==> config.mk <==
export PLATFORM = sky130hd
export DESIGN_NAME = code_lock_ctrl
export DESIGN_NICKNAME = d
export VERILOG_FILES = /design/src/rtl/code_lock_pkg.sv /design/src/rtl/lock_timer.sv /design/src/rtl/code_lock_ctrl.sv
export SDC_FILE = /design/constraint.sdc
export NUM_CORES = 1
export LEC_CHECK = 0
export ABC_AREA = 0
export BUFFER_PORTS_ARGS = -buffer_cell sky130_fd_sc_hd__buf_2
export CORE_UTILIZATION = 40
export DETAILED_ROUTE_END_ITERATION = 16
export PLACE_DENSITY = 0.59
export SLEW_MARGIN = 20
export SYNTH_ARGS = -nofsm -noshare
export SYNTH_HDL_FRONTEND = slang
export SYNTH_SLANG_ARGS = --single-unit
==> constraint.sdc <==
create_clock -name clk -period 1.6 [get_ports clk]
set_input_delay 0.24 -clock clk [delete_from_list [all_inputs] [get_ports clk]]
set_output_delay 0.24 -clock clk [all_outputs]
set_load 0.01 [all_outputs]
==> src/rtl/code_lock_pkg.sv <==
// Shared types and sizing helpers for the keypad unlock sequencer.
package code_lock_pkg;

    typedef enum logic [2:0] {
        IDLE,
        ENTRY,
        CHECK,
        UNLOCK,
        LOCKOUT
    } lock_state_t;

    // Width of a down-counter able to hold the largest of the three load values.
    function automatic int timer_width(input int unlock_cyc, input int lock_cyc, input int entry_to);
        int m;
        m = unlock_cyc;
        if (lock_cyc > m) m = lock_cyc;
        if (entry_to > m) m = entry_to;
        return $clog2(m + 1);
    endfunction

endpackage

==> src/rtl/lock_timer.sv <==
// Loadable down-counter: load wins over count, decrements while en is high.
module lock_timer #(
    parameter int W = 7
) (
    input  logic         clk,
    input  logic         rst,
    input  logic         load,
    input  logic         en,
    input  logic [W-1:0] load_val,
    output logic [W-1:0] value,
    output logic         zero
);

    logic [W-1:0] value_reg;

    always_ff @(posedge clk or negedge rst) begin
        if (!rst) begin
            value_reg <= '0;
        end else if (load) begin
            value_reg <= load_val;
        end else if (en) begin
            value_reg <= value_reg - 1'b1;
        end
    end

    assign value = value_reg;
    assign zero  = (value_reg == '0);

endmodule

==> src/rtl/code_lock_ctrl.sv <==
// Frames keypad bits into fixed-length attempts for the "110" detector and
// sequences unlock, failure counting and timed lockout.
module code_lock_ctrl
    import code_lock_pkg::*;
#(
    parameter int FRAME_LEN  = 3,
    parameter int MAX_FAIL   = 3,
    parameter int UNLOCK_CYC = 16,
    parameter int LOCK_CYC   = 64,
    parameter int ENTRY_TO   = 32
) (
    input  logic                          clk,
    input  logic                          rst,
    input  logic                          bit_valid,
    input  logic                          bit_in,
    input  logic                          lock_req,
    input  logic                          pat_hit,
    output logic                          det_bit,
    output logic                          det_en,
    output logic                          det_clr,
    output logic                          unlock,
    output logic                          lockout,
    output logic                          alarm,
    output logic [$clog2(MAX_FAIL+1)-1:0] fail_cnt
);

    localparam int TW = timer_width(UNLOCK_CYC, LOCK_CYC, ENTRY_TO);
    localparam int FW = $clog2(MAX_FAIL + 1);
    localparam int CW = $clog2(FRAME_LEN + 1);

    lock_state_t   state_reg;
    logic [CW-1:0] bit_cnt_reg;
    logic [FW-1:0] fail_cnt_reg;
    logic          det_bit_reg, det_en_reg, det_clr_reg;
    logic          unlock_reg, lockout_reg, alarm_reg;

    // Timer 0 times UNLOCK/LOCKOUT, timer 1 is the inter-bit gap timer.
    logic [1:0]    tmr_load, tmr_en, tmr_zero;
    logic [TW-1:0] tmr_load_val [2];
    logic [TW-1:0] tmr_value    [2];

    logic bit_accept, frame_full, hold_last, gap_last;

    assign frame_full = (bit_cnt_reg == CW'(FRAME_LEN));
    assign bit_accept = bit_valid && ((state_reg == IDLE) || (state_reg == ENTRY && !frame_full));

    assign tmr_load[0]     = (state_reg == CHECK) && (pat_hit || fail_cnt_reg == FW'(MAX_FAIL - 1));
    assign tmr_load_val[0] = pat_hit ? TW'(UNLOCK_CYC) : TW'(LOCK_CYC);
    assign tmr_load[1]     = bit_accept;
    assign tmr_load_val[1] = TW'(ENTRY_TO);

    genvar gi;
    generate
        for (gi = 0; gi < 2; gi++) begin : g_timer
            // Counters run down to zero and rest there until the next load.
            assign tmr_en[gi] = !tmr_zero[gi];
            lock_timer #(.W(TW)) u_timer (
                .clk      (clk),
                .rst      (rst),
                .load     (tmr_load[gi]),
                .en       (tmr_en[gi]),
                .load_val (tmr_load_val[gi]),
                .value    (tmr_value[gi]),
                .zero     (tmr_zero[gi])
            );
        end
    endgenerate

    // Leaving on the edge where the count is 1 makes a load of N last N cycles.
    assign hold_last = (tmr_value[0] == TW'(1));
    assign gap_last  = (tmr_value[1] == TW'(1));

    always_ff @(posedge clk or negedge rst) begin
        if (!rst) begin
            state_reg    <= IDLE;
            bit_cnt_reg  <= '0;
            fail_cnt_reg <= '0;
            det_bit_reg  <= 1'b0;
            det_en_reg   <= 1'b0;
            det_clr_reg  <= 1'b1;
            unlock_reg   <= 1'b0;
            lockout_reg  <= 1'b0;
            alarm_reg    <= 1'b0;
        end else begin
            det_en_reg <= 1'b0;
            alarm_reg  <= 1'b0;
            if (bit_accept) begin
                det_en_reg  <= 1'b1;
                det_bit_reg <= bit_in;
            end
            case (state_reg)
                IDLE: begin
                    if (bit_valid) begin
                        bit_cnt_reg <= CW'(1);
                        det_clr_reg <= 1'b0;
                        state_reg   <= ENTRY;
                    end
                end
                ENTRY: begin
                    // A full frame waits one cycle so the detector result lines up with CHECK.
                    if (frame_full) begin
                        state_reg <= CHECK;
                    end else if (bit_valid) begin
                        bit_cnt_reg <= bit_cnt_reg + 1'b1;
                    end else if (gap_last) begin
                        bit_cnt_reg <= '0;
                        det_clr_reg <= 1'b1;
                        state_reg   <= IDLE;
                    end
                end
                CHECK: begin
                    bit_cnt_reg <= '0;
                    det_clr_reg <= 1'b1;
                    if (pat_hit) begin
                        fail_cnt_reg <= '0;
                        unlock_reg   <= 1'b1;
                        state_reg    <= UNLOCK;
                    end else if (fail_cnt_reg == FW'(MAX_FAIL - 1)) begin
                        fail_cnt_reg <= FW'(MAX_FAIL);
                        lockout_reg  <= 1'b1;
                        alarm_reg    <= 1'b1;
                        state_reg    <= LOCKOUT;
                    end else begin
                        fail_cnt_reg <= fail_cnt_reg + 1'b1;
                        state_reg    <= IDLE;
                    end
                end
                UNLOCK: begin
                    if (lock_req || hold_last) begin
                        unlock_reg <= 1'b0;
                        state_reg  <= IDLE;
                    end
                end
                LOCKOUT: begin
                    if (hold_last) begin
                        lockout_reg  <= 1'b0;
                        fail_cnt_reg <= '0;
                        state_reg    <= IDLE;
                    end
                end
                default: state_reg <= IDLE;
            endcase
        end
    end

    assign det_bit  = det_bit_reg;
    assign det_en   = det_en_reg;
    assign det_clr  = det_clr_reg;
    assign unlock   = unlock_reg;
    assign lockout  = lockout_reg;
    assign alarm    = alarm_reg;
    assign fail_cnt = fail_cnt_reg;

endmodule

==> reports/results.txt, run 1 <==
Reported max-cap violation count = 0
Fillcell total = 329
Number of diodes = 0
Signed area change from the synthesized netlist to the final layout = 22.9%
Clock tree root driver cell = clkbuf_8
Result of the run = complete, no violations
Total congestion overflow after global routing = 0
Number of endpoints failing setup at the final stage = 0
Clock transition time at the flip-flop clock pins of the worst setup and hold paths = 100 ps
Count of placed standard cells in the final layout, fillers left out = 228
Required @ worst endpoint = 1760 ps
Slew margin rel. = 0.595
Endpoint kind of the worst setup timing path = register
Core ar. = 3440 um2
Number of warning messages in the yosys log = 0
Placed cell count = 220
Transition time at the pin with the least slew margin = 607 ps
RSZ-0062 raised after global routing = true
Total power draw = 3.27 mW
Fraction of registers with async set or reset after synthesis = 1.00
Layout cells sized above 1 = 0.308
Post-detailed-placement half-perimeter wirelength = 2250 um
Count of distinct cell types in the synthesized netlist = 49
Part of the power in the clock network = 0.118
Post-synth top area share = 0.442
Final Hold Vio Count = 0
Max reg flops = 14
Sinks on the clock net = 27
Highest cell delay on the worst timing path = 410 ps
Min Clock Period, post-route = 1560 ps
Sum of routed wire length over all layers = 3040 um
LEAKAGE = 0.810 nW
Mean routed wirelength per cell = 13.3 um
# H-tree levels = 1
Global routing usage on met2 = 0.292
First-pass DRT Iterations = 4
Average cell area after synthesis = 9.69 um2
Final net count = 196
Sequential-to-total area share from yosys stat = 0.460
Initial antenna violation count = 0
Met1 track demand over resource in global routing = 0.222
IO Port Bufs = 13
Chip height = 62.7 um
Number of buffers inserted during clock tree synthesis = 3
Period utilization = 0.977
Largest cells by area after synthesis = dfrtp_1, ha_1, nor2_1
Overall Global Routing Usage = 0.172
Insertion delay to the later sink of the worst-skew pair = 270 ps
Worst hold path class = in2reg
Highest Clock Rate = 0.640 GHz
Commonest cells after routing, fill and taps aside = dfrtp_1, nor2_1, buf_4
Final weighted congestion in routability-driven placement = 0.811
Worst hold slack after final layout = 200 ps
Leading cell type in the layout, fill and taps excluded = dfrtp_1
Flops & latches, synth = 27
Largest net degree at the start of global routing = 28
Critical Path AT = 1720 ps
Die Span X = 62.7 um
Total via count after detailed routing = 1,199
Met3 routing resource usage after global routing = 0.0383
Detail Route Antenna Nets = 0
Biggest area consumer among synthesized cells = dfrtp_1
Number of nets produced by synthesis = 165
Area of combinational cells with multiple inputs = 791 um2
Net Switching = 1.30 mW
Largest buffer count on any clock path = 2
Iteration-0 DRC Markers = 69
Post-Syn Instances = 152
Number of global-route vias before repair = 1,206
Areal power density over the cells = 1810 nW/um2
CTS tree = done
Highest net fanout along the worst path = 4
Cell breakdown of the critical path = inv_2 > ha_4 > or3b_4 > o31a_1 > o21ai_1 > a22oi_1
Combinational group share of total power = 0.491
Busiest metal layer after global routing = met2
Routed vias/inst = 5.26
Sequential group share of total power = 0.392
Top flip-flop cell by instance count after synthesis = dfrtp_1
Die ar. = 3930 um2
Initial cell density of the core = 0.428
DR DRC count = 0
Sequential standard cell area = 678 um2
Setup skew after layout = 7.12 ps
Number of enable-type register cells in the synthesized netlist = 0
Maximum resistive drop on vdd = 860 uV
Slowest cell on the critical path = dfrtp_1
Pins Over Slew Limit = 0
Type of the setup path with the least slack = reg2reg
Switching share of power = 0.398
Number of I/O pins = 14
Global-route wire length before repair = 5370 um
Number of rows created at floorplan = 21
Setup TNS = 0 ps
Cell-internal power = 1.97 mW
Cell area after technology mapping = 1470 um2
Startpoint type of the worst setup path = register
[area by class of cell]
cell class	instances	share of cell area
Multi-Input combinational cell	111	0.437
Sequential cell	27	0.375
Timing Repair Buffer	31	0.112
Tap cell	46	0.0318
Clock buffer	3	0.0228
Inverter	9	0.0187
Clock inverter	1	0.00277
[path summary, 6_finish.rpt]
kind | startpoint | cells past startpoint | endpoint | slack, ps
max | g_timer[0].u_timer.value[1] | 6 | g_timer[0].u_timer.value[6] | 40
max reg2reg | g_timer[0].u_timer.value[1] | 6 | g_timer[0].u_timer.value[6] | 40
min reg2reg | lockout | 1 | lockout | 500
min | bit_in | 2 | det_bit | 200
min in group asynchronous | rst | 2 | g_timer[0].u_timer.value[4] | 500
max in group asynchronous | rst | 2 | g_timer[0].u_timer.value[2] | 670
[per-stage QoR]
step,worst slack (ps),instance area (um2),utilization
6_report,36.9,1810,0.526
5_1_grt,-26.6,1810,0.526
4_1_cts,-3.68,1750,0.508
3_5_place_dp,-13.5,1680,0.489
3_3_place_gp,34.6,1680,0.489
2_1_floorplan,4.14,1480,-
[power groups by stage]
stage / combinational (mW) / sequential (mW) / clock (mW)
finish: 1.60 / 1.28 / 0.386
global route: 1.83 / 1.33 / 0.430
CTS: 1.53 / 1.26 / 0.402
detailed placement: 1.50 / 1.27 / 0
global placement: 1.45 / 1.26 / 0
floorplan: 0.974 / 1.26 / 0
[critical path: cells and delay by family (launching register included)]
kind	cells	cell delay (ps)
buffers and inverters	1	90
and+or+nand+nor	1	400
DFF	1	410
AOI/OAI and AO/OA	3	440
adders and majority gates	1	130
[synth_stat cells (all sizes together) (2+ instances only)]
cell type and count:
buf 2, a31oi 2, ha 7, a21oi 9, nand2b 3, o31ai 3, nor2 19, and2 2
nor3 4, nand3 3, nor2b 3, or4 2, nor4 3, a211oi 3, a311oi 2, nor3b 3
xnor2 4, o21bai 2, dfrtp 26, clkbuf 3, nand2 9, inv 9, o21ai 10
[logic make-up after synthesis]
| logic type | synth area share |
|---|---|
| AO/OA/AOI/OAI | 0.185 |
| XOR/XNOR | 0.0297 |
| adder cells (fa/ha/maj) | 0.0595 |
| buffers and inverters | 0.0365 |
| flip-flops | 0.460 |
| multiplexers | 0.00765 |
| AND/OR/NAND/NOR | 0.222 |
[routing by layer]
metal	vias up	routed length [um]
li1	601	-
met4	0	22
met5	-	0
met1	580	1410
met3	2	77
met2	16	1530
[timing repair]
action / 4_1_cts / 5_1_grt
buffers inserted: 1 / 2
hold buffers: 1 / 0
endpoints found under the setup margin: 2 / 11
pin swaps: 1 / 1
gates resized for setup: 1 / 11
hold endpoints to repair: 26 / 0
Power figures use the tool's default switching activity.
==> run 2, diff against run 1 <==
- CORE_UTILIZATION: 40 -> 52
- PLACE_DENSITY: 0.59 -> 0.73
==> run 2 against run 1 <==
Net effect: the run now ends with setup timing left; power shrank 2.7%; sequential power is essentially flat; combinational power hardly changed.
==> reports/results.txt, run 2 (synthesis results as in run 1) <==
Number of I/O pins = 14 (unchanged)
Reported max-cap violation count = 0 (unchanged)
Type of the setup path with the least slack = reg2reg
Leading cell type in the layout, fill and taps excluded = dfrtp_1
Highest Clock Rate = 0.619 GHz (-3.2%)
Cell breakdown of the critical path = inv_2 > ha_4 > or3b_4 > o31a_1 > o21ai_1 > a22oi_1
LEAKAGE = 0.793 nW (-2.0%)
Chip height = 55.2 um (-12%)
RSZ-0062 raised after global routing = true
Setup TNS = -15.5 ps (-15.5 ps)
Insertion delay to the later sink of the worst-skew pair = 340 ps (+70 ps)
Pins Over Slew Limit = 0 (unchanged)
First-pass DRT Iterations = 4 (unchanged)
Signed area change from the synthesized netlist to the final layout = 20.2%
Number of buffers inserted during clock tree synthesis = 3 (unchanged)
CTS tree = done
Worst reg2reg path endpoint = g_timer[0].u_timer.value[6]
R2r startpoint = g_timer[0].u_timer.value[1]
DR DRC count = 0 (unchanged)
Number of endpoints failing setup at the final stage = 1 (+1)
Detail Route Antenna Nets = 0 (unchanged)
Placed cell count = 205 (-6.8%)
Period utilization = 1.01 (+0.0327)
Total congestion overflow after global routing = 0 (unchanged)
Result of the run = finished with violations
Commonest cells after routing, fill and taps aside = dfrtp_1, nor2_1, buf_4
# H-tree levels = 1 (unchanged)
Total via count after detailed routing = 1,213 (+1.2%)
Final cell utilization of the core = 0.690 (+0.164)
Sinks on the clock net = 27 (unchanged)
Startpoint type of the worst setup path = register
Worst Hold Depth = 2 (unchanged)
Endpoint kind of the worst setup timing path = register
Startpoint of the lowest-slack hold path = bit_in
Die Span X = 55.2 um (-12%)
Critical Path AT = 1850 ps (+130 ps)
Transition time at the pin with the least slew margin = 598 ps (-9.26 ps)
Number of cells traversed by the worst register-to-register path = 6 (unchanged)
Maximum resistive drop on vdd = 1290 uV (+50%)
Worst hold path class = in2reg
IO Port Bufs = 13 (unchanged)
Highest cell delay on the worst timing path = 440 ps (+30 ps)
Iteration-0 DRC Markers = 22 (-68%)
Die ar. = 3050 um2 (-22%)
Count of placed standard cells in the final layout, fillers left out = 211 (-7.5%)
Worst min-delay path endpoint = det_bit
Max reg flops = 14 (unchanged)
Sum of routed wire length over all layers = 2920 um (-3.9%)
Required @ worst endpoint = 1840 ps (+80 ps)
Clock transition time at the flip-flop clock pins of the worst setup and hold paths = 150 ps (+50 ps)
Mean routed wirelength per cell = 13.8 um (+3.9%)
Min setup slack post-route = -15.5 ps (-52.3 ps)
Number of global-route vias before repair = 1,182 (-2.0%)
Layout cells sized above 1 = 0.315 (+0.00722)
Internal reg-to-reg setup slack = -20 ps (-50 ps)
Final net count = 195 (-0.51%)
Post-detailed-placement half-perimeter wirelength = 2100 um (-6.4%)
Initial antenna violation count = 0 (unchanged)
Number of rows created at floorplan = 18 (-14%)
Violations in the final reports = setup timing
Setup skew after layout = 12.6 ps (+5.45 ps)
Slew margin rel. = 0.601 (+0.00618)
Clock tree root driver cell = clkbuf_4
Highest net fanout along the worst path = 4 (unchanged)
Largest net degree at the start of global routing = 28 (unchanged)
Min Clock Period, post-route = 1620 ps (+52.3 ps)
Routed vias/inst = 5.75 (+9.3%)
Overall Global Routing Usage = 0.209 (+0.0371)
Number of diodes = 0 (unchanged)
Slowest cell on the critical path = dfrtp_1
Core ar. = 2570 um2 (-25%)
Global-route wire length before repair = 5170 um (-3.7%)
Initial cell density of the core = 0.574 (+0.146)
Final weighted congestion in routability-driven placement = 0.750 (-7.6%)
Largest buffer count on any clock path = 2 (unchanged)
Areal power density over the cells = 1800 nW/um2 (-0.54%)
Final Hold Vio Count = 0 (unchanged)
==> run 2: changes by cell type in the layout (fill, tap and decap cells not counted) <==
cell and change:
a21oi_2 +1, clkinvlp_4 +1, a21oi_1 -1, clkinv_2 -1
o21ai_1 -1, clkbuf_4 +3, clkbuf_8 -3, buf_4 -1
dfrtp_2 +1, o21ai_0 +1, dfrtp_1 -1
==> run 2: power by group <==
group	switching (mW)	internal (mW)	leakage, nW	total, mW
logic	0.787	0.805	0.446	1.59
registers	0.317	0.968	0.333	1.28
clock network	0.211	0.0959	0.0139	0.307
total	1.31	1.87	0.793	3.18
==> run 2: layout make-up <==
class                   count  area (um2)
fillers                   208         797
multi-input cells         111         795
flip-flops and latches     27         679
repair buffers             30         195
well taps                  30        37.5
inverters                   9        33.8
clock buffers               3        22.5
clock inverters             1        7.51
==> run 2: worst max-delay path: cells and delay by family (launching register included) <==
family	cells	cell delay [ps]
adders and majority gates	1	120
buffers and inverters	1	90
AOI/OAI and AO/OA	3	460
and+or+nand+nor	1	400
DFF	1	440
==> run 2: layer usage <==
layer | vias up | share of wire | track usage
li1 | 598 | - | -
met1 | 579 | 0.46 | 0.278
met2 | 25 | 0.48 | 0.346
met3 | 11 | 0.030 | 0.0234
met4 | 0 | 0.031 | 0.0893
met5 | - | 0 | 0
==> run 2: through the flow <==
stage / power [mW] / area, um2 / hold slack, ps / setup slack, ps
final: 3.18 / 1770 / 127 / -15.5
after global routing: 3.47 / 1770 / 126 / -69.0
after floorplan: 2.24 / 1480 / -55.6 / 4.14
after global placement: 2.69 / 1670 / 276 / 37.6
after CTS: 3.11 / 1720 / 122 / -15.7
after detailed placement: 2.77 / 1670 / 284 / -30.4
==> run 2: repair_timing <==
| item | 4_1_cts | 5_1_grt |
|---|---|---|
| pin swaps | 1 | 1 |
| hold endpoints to repair | 26 | 0 |
| setup endpoints to repair | 2 | 8 |
| resized for setup | 1 | 12 |
| setup buffers | 1 | 0 |
| hold buffers | 1 | 0 |
| cloned | 0 | 0 |
==> run 2: worst max-delay path by stage <==
| stage | start | endpoint | slack [ps] | depth (start not counted) |
|---|---|---|---|---|
| after global routing | g_timer[0].u_timer.value[1] | g_timer[0].u_timer.value[6] | -70 | 6 |
| after detailed placement | g_timer[0].u_timer.value[1] | g_timer[0].u_timer.value[6] | -30 | 6 |
| after CTS | g_timer[0].u_timer.value[1] | g_timer[0].u_timer.value[6] | -20 | 6 |
| final | g_timer[0].u_timer.value[1] | g_timer[0].u_timer.value[6] | -20 | 6 |
| after global placement | g_timer[0].u_timer.value[1] | g_timer[0].u_timer.value[6] | 40 | 6 |
| after floorplan | g_timer[0].u_timer.value[0] | g_timer[0].u_timer.value[6] | 4 | 6 |
==> run 3, diff against run 2 <==
- CAP_MARGIN: unset -> 30
- PLACE_DENSITY: 0.73 -> 0.74
==> run 3 against run 2 <==
Net effect: the flow now finishes without violations; cell count increased by 0.47%; critical endpoint unchanged; sequential share of layout area increased by 0.20 points; clock skew decreased by 8.8 ps; final area decreased by 0.71%; largest power group unchanged; fmax increased by 1.4%; non-clock buffer count increased by 1; critical path type unchanged.
==> reports/results.txt, run 3 (synthesis results as in run 1) <==
Result of the run = complete, no violations
Final Hold Vio Count = 0 (unchanged)
Worst hold path class = in2reg
Start point of the critical path = g_timer[0].u_timer.value[1]
Global-route wire length before repair = 5400 um (+4.4%)
Worst setup endpoint = g_timer[0].u_timer.value[6]
Instance area at placement = 1660 um2 (-0.90%)
Max reg flops = 14 (unchanged)
Commonest cells after routing, fill and taps aside = dfrtp_1, nor2_1, buf_4
LEAKAGE = 0.801 nW (+0.92%)
DR DRC count = 0 (unchanged)
Maximum resistive drop on vdd = 1170 uV (-9.2%)
Highest net fanout along the worst path = 4 (unchanged)
Die ar. = 3050 um2 (unchanged)
IO Port Bufs = 13 (unchanged)
Required @ worst endpoint = 1810 ps (-30 ps)
Place WS = -24.1 ps (+6.38 ps)
Number of diodes = 0 (unchanged)
Layout cells sized above 1 = 0.297 (-0.0182)
RSZ-0062 raised after global routing = true
Detail Route Antenna Nets = 0 (unchanged)
Core ar. = 2570 um2 (unchanged)
Final cell utilization of the core = 0.685 (-0.00487)
Reported max-cap violation count = 0 (unchanged)
Pins Over Slew Limit = 0 (unchanged)
Period utilization = 0.996 (-0.0142)
Mean routed wirelength per cell = 14.3 um (+3.5%)
Largest net degree at the start of global routing = 28 (unchanged)
Min Clock Period, post-route = 1590 ps (-22.7 ps)
Type of the setup path with the least slack = reg2reg
Worst reg2reg path endpoint = g_timer[0].u_timer.value[6]
Total congestion overflow after global routing = 0 (unchanged)
Signed area change from the synthesized netlist to the final layout = 19.4%
Transition time at the pin with the least slew margin = 611 ps (+12.7 ps)
Number of buffers inserted during clock tree synthesis = 3 (unchanged)
Initial antenna violation count = 0 (unchanged)
Clock transition time at the flip-flop clock pins of the worst setup and hold paths = 140 ps (about the same)
Number of cells traversed by the worst register-to-register path = 6 (unchanged)
Number of I/O pins = 14 (unchanged)
Post-route cell area = 1760 um2 (-0.71%)
Highest Clock Rate = 0.628 GHz (+1.4%)
Post-detailed-placement half-perimeter wirelength = 2240 um (+6.4%)
Clock tree root driver cell = clkbuf_4
Slew margin rel. = 0.593 (-0.00846)
Sum of routed wire length over all layers = 3040 um (+4.0%)
Leading cell type in the layout, fill and taps excluded = dfrtp_1
Areal power density over the cells = 1810 nW/um2 (+0.94%)
Overall Global Routing Usage = 0.216 (+0.00679)
Setup skew after layout = 3.77 ps (-8.79 ps)
# H-tree levels = 1 (unchanged)
First-pass DRT Iterations = 6 (+2)
R2r startpoint = g_timer[0].u_timer.value[1]
Insertion delay to the later sink of the worst-skew pair = 320 ps (-20 ps)
Critical Path AT = 1810 ps (-40 ps)
Number of endpoints failing setup at the final stage = 0 (-1)
Final net count = 196 (+0.51%)
Chip height = 55.2 um (unchanged)
Internal reg-to-reg setup slack = 7 ps (+20 ps)
CTS tree = done
Sinks on the clock net = 27 (unchanged)
Setup TNS = 0 ps (+15.5 ps)
Number of rows created at floorplan = 18 (unchanged)
Final weighted congestion in routability-driven placement = 0.786 (+4.8%)
Die Span X = 55.2 um (unchanged)
Startpoint type of the worst setup path = register
Min setup slack post-route = 7.17 ps (+22.7 ps)
Number of global-route vias before repair = 1,262 (+6.8%)
Routed vias/inst = 5.80 (+0.92%)
Iteration-0 DRC Markers = 34 (+55%)
Initial cell density of the core = 0.574 (unchanged)
Endpoint kind of the worst setup timing path = register
Worst hold slack after final layout = 146 ps (+18.4 ps)
Largest buffer count on any clock path = 2 (unchanged)
Total via count after detailed routing = 1,230 (+1.4%)
==> run 3: how the worst min path moves through the flow <==
| stage | start | to | slack, ps | cells past startpoint |
|---|---|---|---|---|
| floorplan | rst | alarm | -60 | 0 |
| global placement | rst | g_timer[0].u_timer.value[6] | 270 | 1 |
| detailed placement | rst | g_timer[0].u_timer.value[4] | 280 | 1 |
| CTS | bit_in | det_bit | 140 | 2 |
| global route | bit_in | det_bit | 150 | 2 |
| finish | bit_in | det_bit | 150 | 2 |
==> run 3: routing by layer <==
metal | vias up | track usage | wire (um)
met2 | 28 | 0.396 | 1520
li1 | 601 | - | -
met5 | - | 0 | 0
met4 | 0 | 0.0607 | 21
met3 | 2 | 0.0258 | 93
met1 | 599 | 0.265 | 1410
==> run 3: final cells by class <==
class | count | area, um2
timing repair buffer | 31 | 203
inverter | 9 | 33.8
multi-input combinational | 111 | 779
fill | 216 | 810
sequential | 27 | 678
tap | 30 | 37.5
clock buffer | 4 | 26.3
==> run 3: report_power, final <==
group / total (mW) / leakage, nW / internal (mW) / switching, mW
registers: 1.30 / 0.335 / 0.966 / 0.331
logic: 1.60 / 0.451 / 0.829 / 0.773
clock network: 0.292 / 0.0150 / 0.0975 / 0.195
total: 3.19 / 0.801 / 1.89 / 1.30
==> run 3: what timing repair did <==
item / in CTS / in global routing
hold buffers: 1 / 0
pin swaps: 1 / 2
setup endpoints to repair: 2 / 11
resized for setup: 4 / 7
hold endpoints to repair: 26 / 0
setup buffers: 3 / 1
==> run 3: worst max-delay path: stages, from the launching register on <==
cell and delay, ps:
dfrtp_1 440, inv_2 90, ha_4 120, or3b_4 390, o31a_1 250, o21ai_1 120
a22oi_1 80
==> run 3: stage by stage <==
stage / power (mW) / cells
floorplan: 2.24 / 152
global placement: 2.66 / 203
detailed placement: 2.76 / 203
CTS: 3.13 / 211
global route: 3.46 / 212
finish: 3.19 / 212
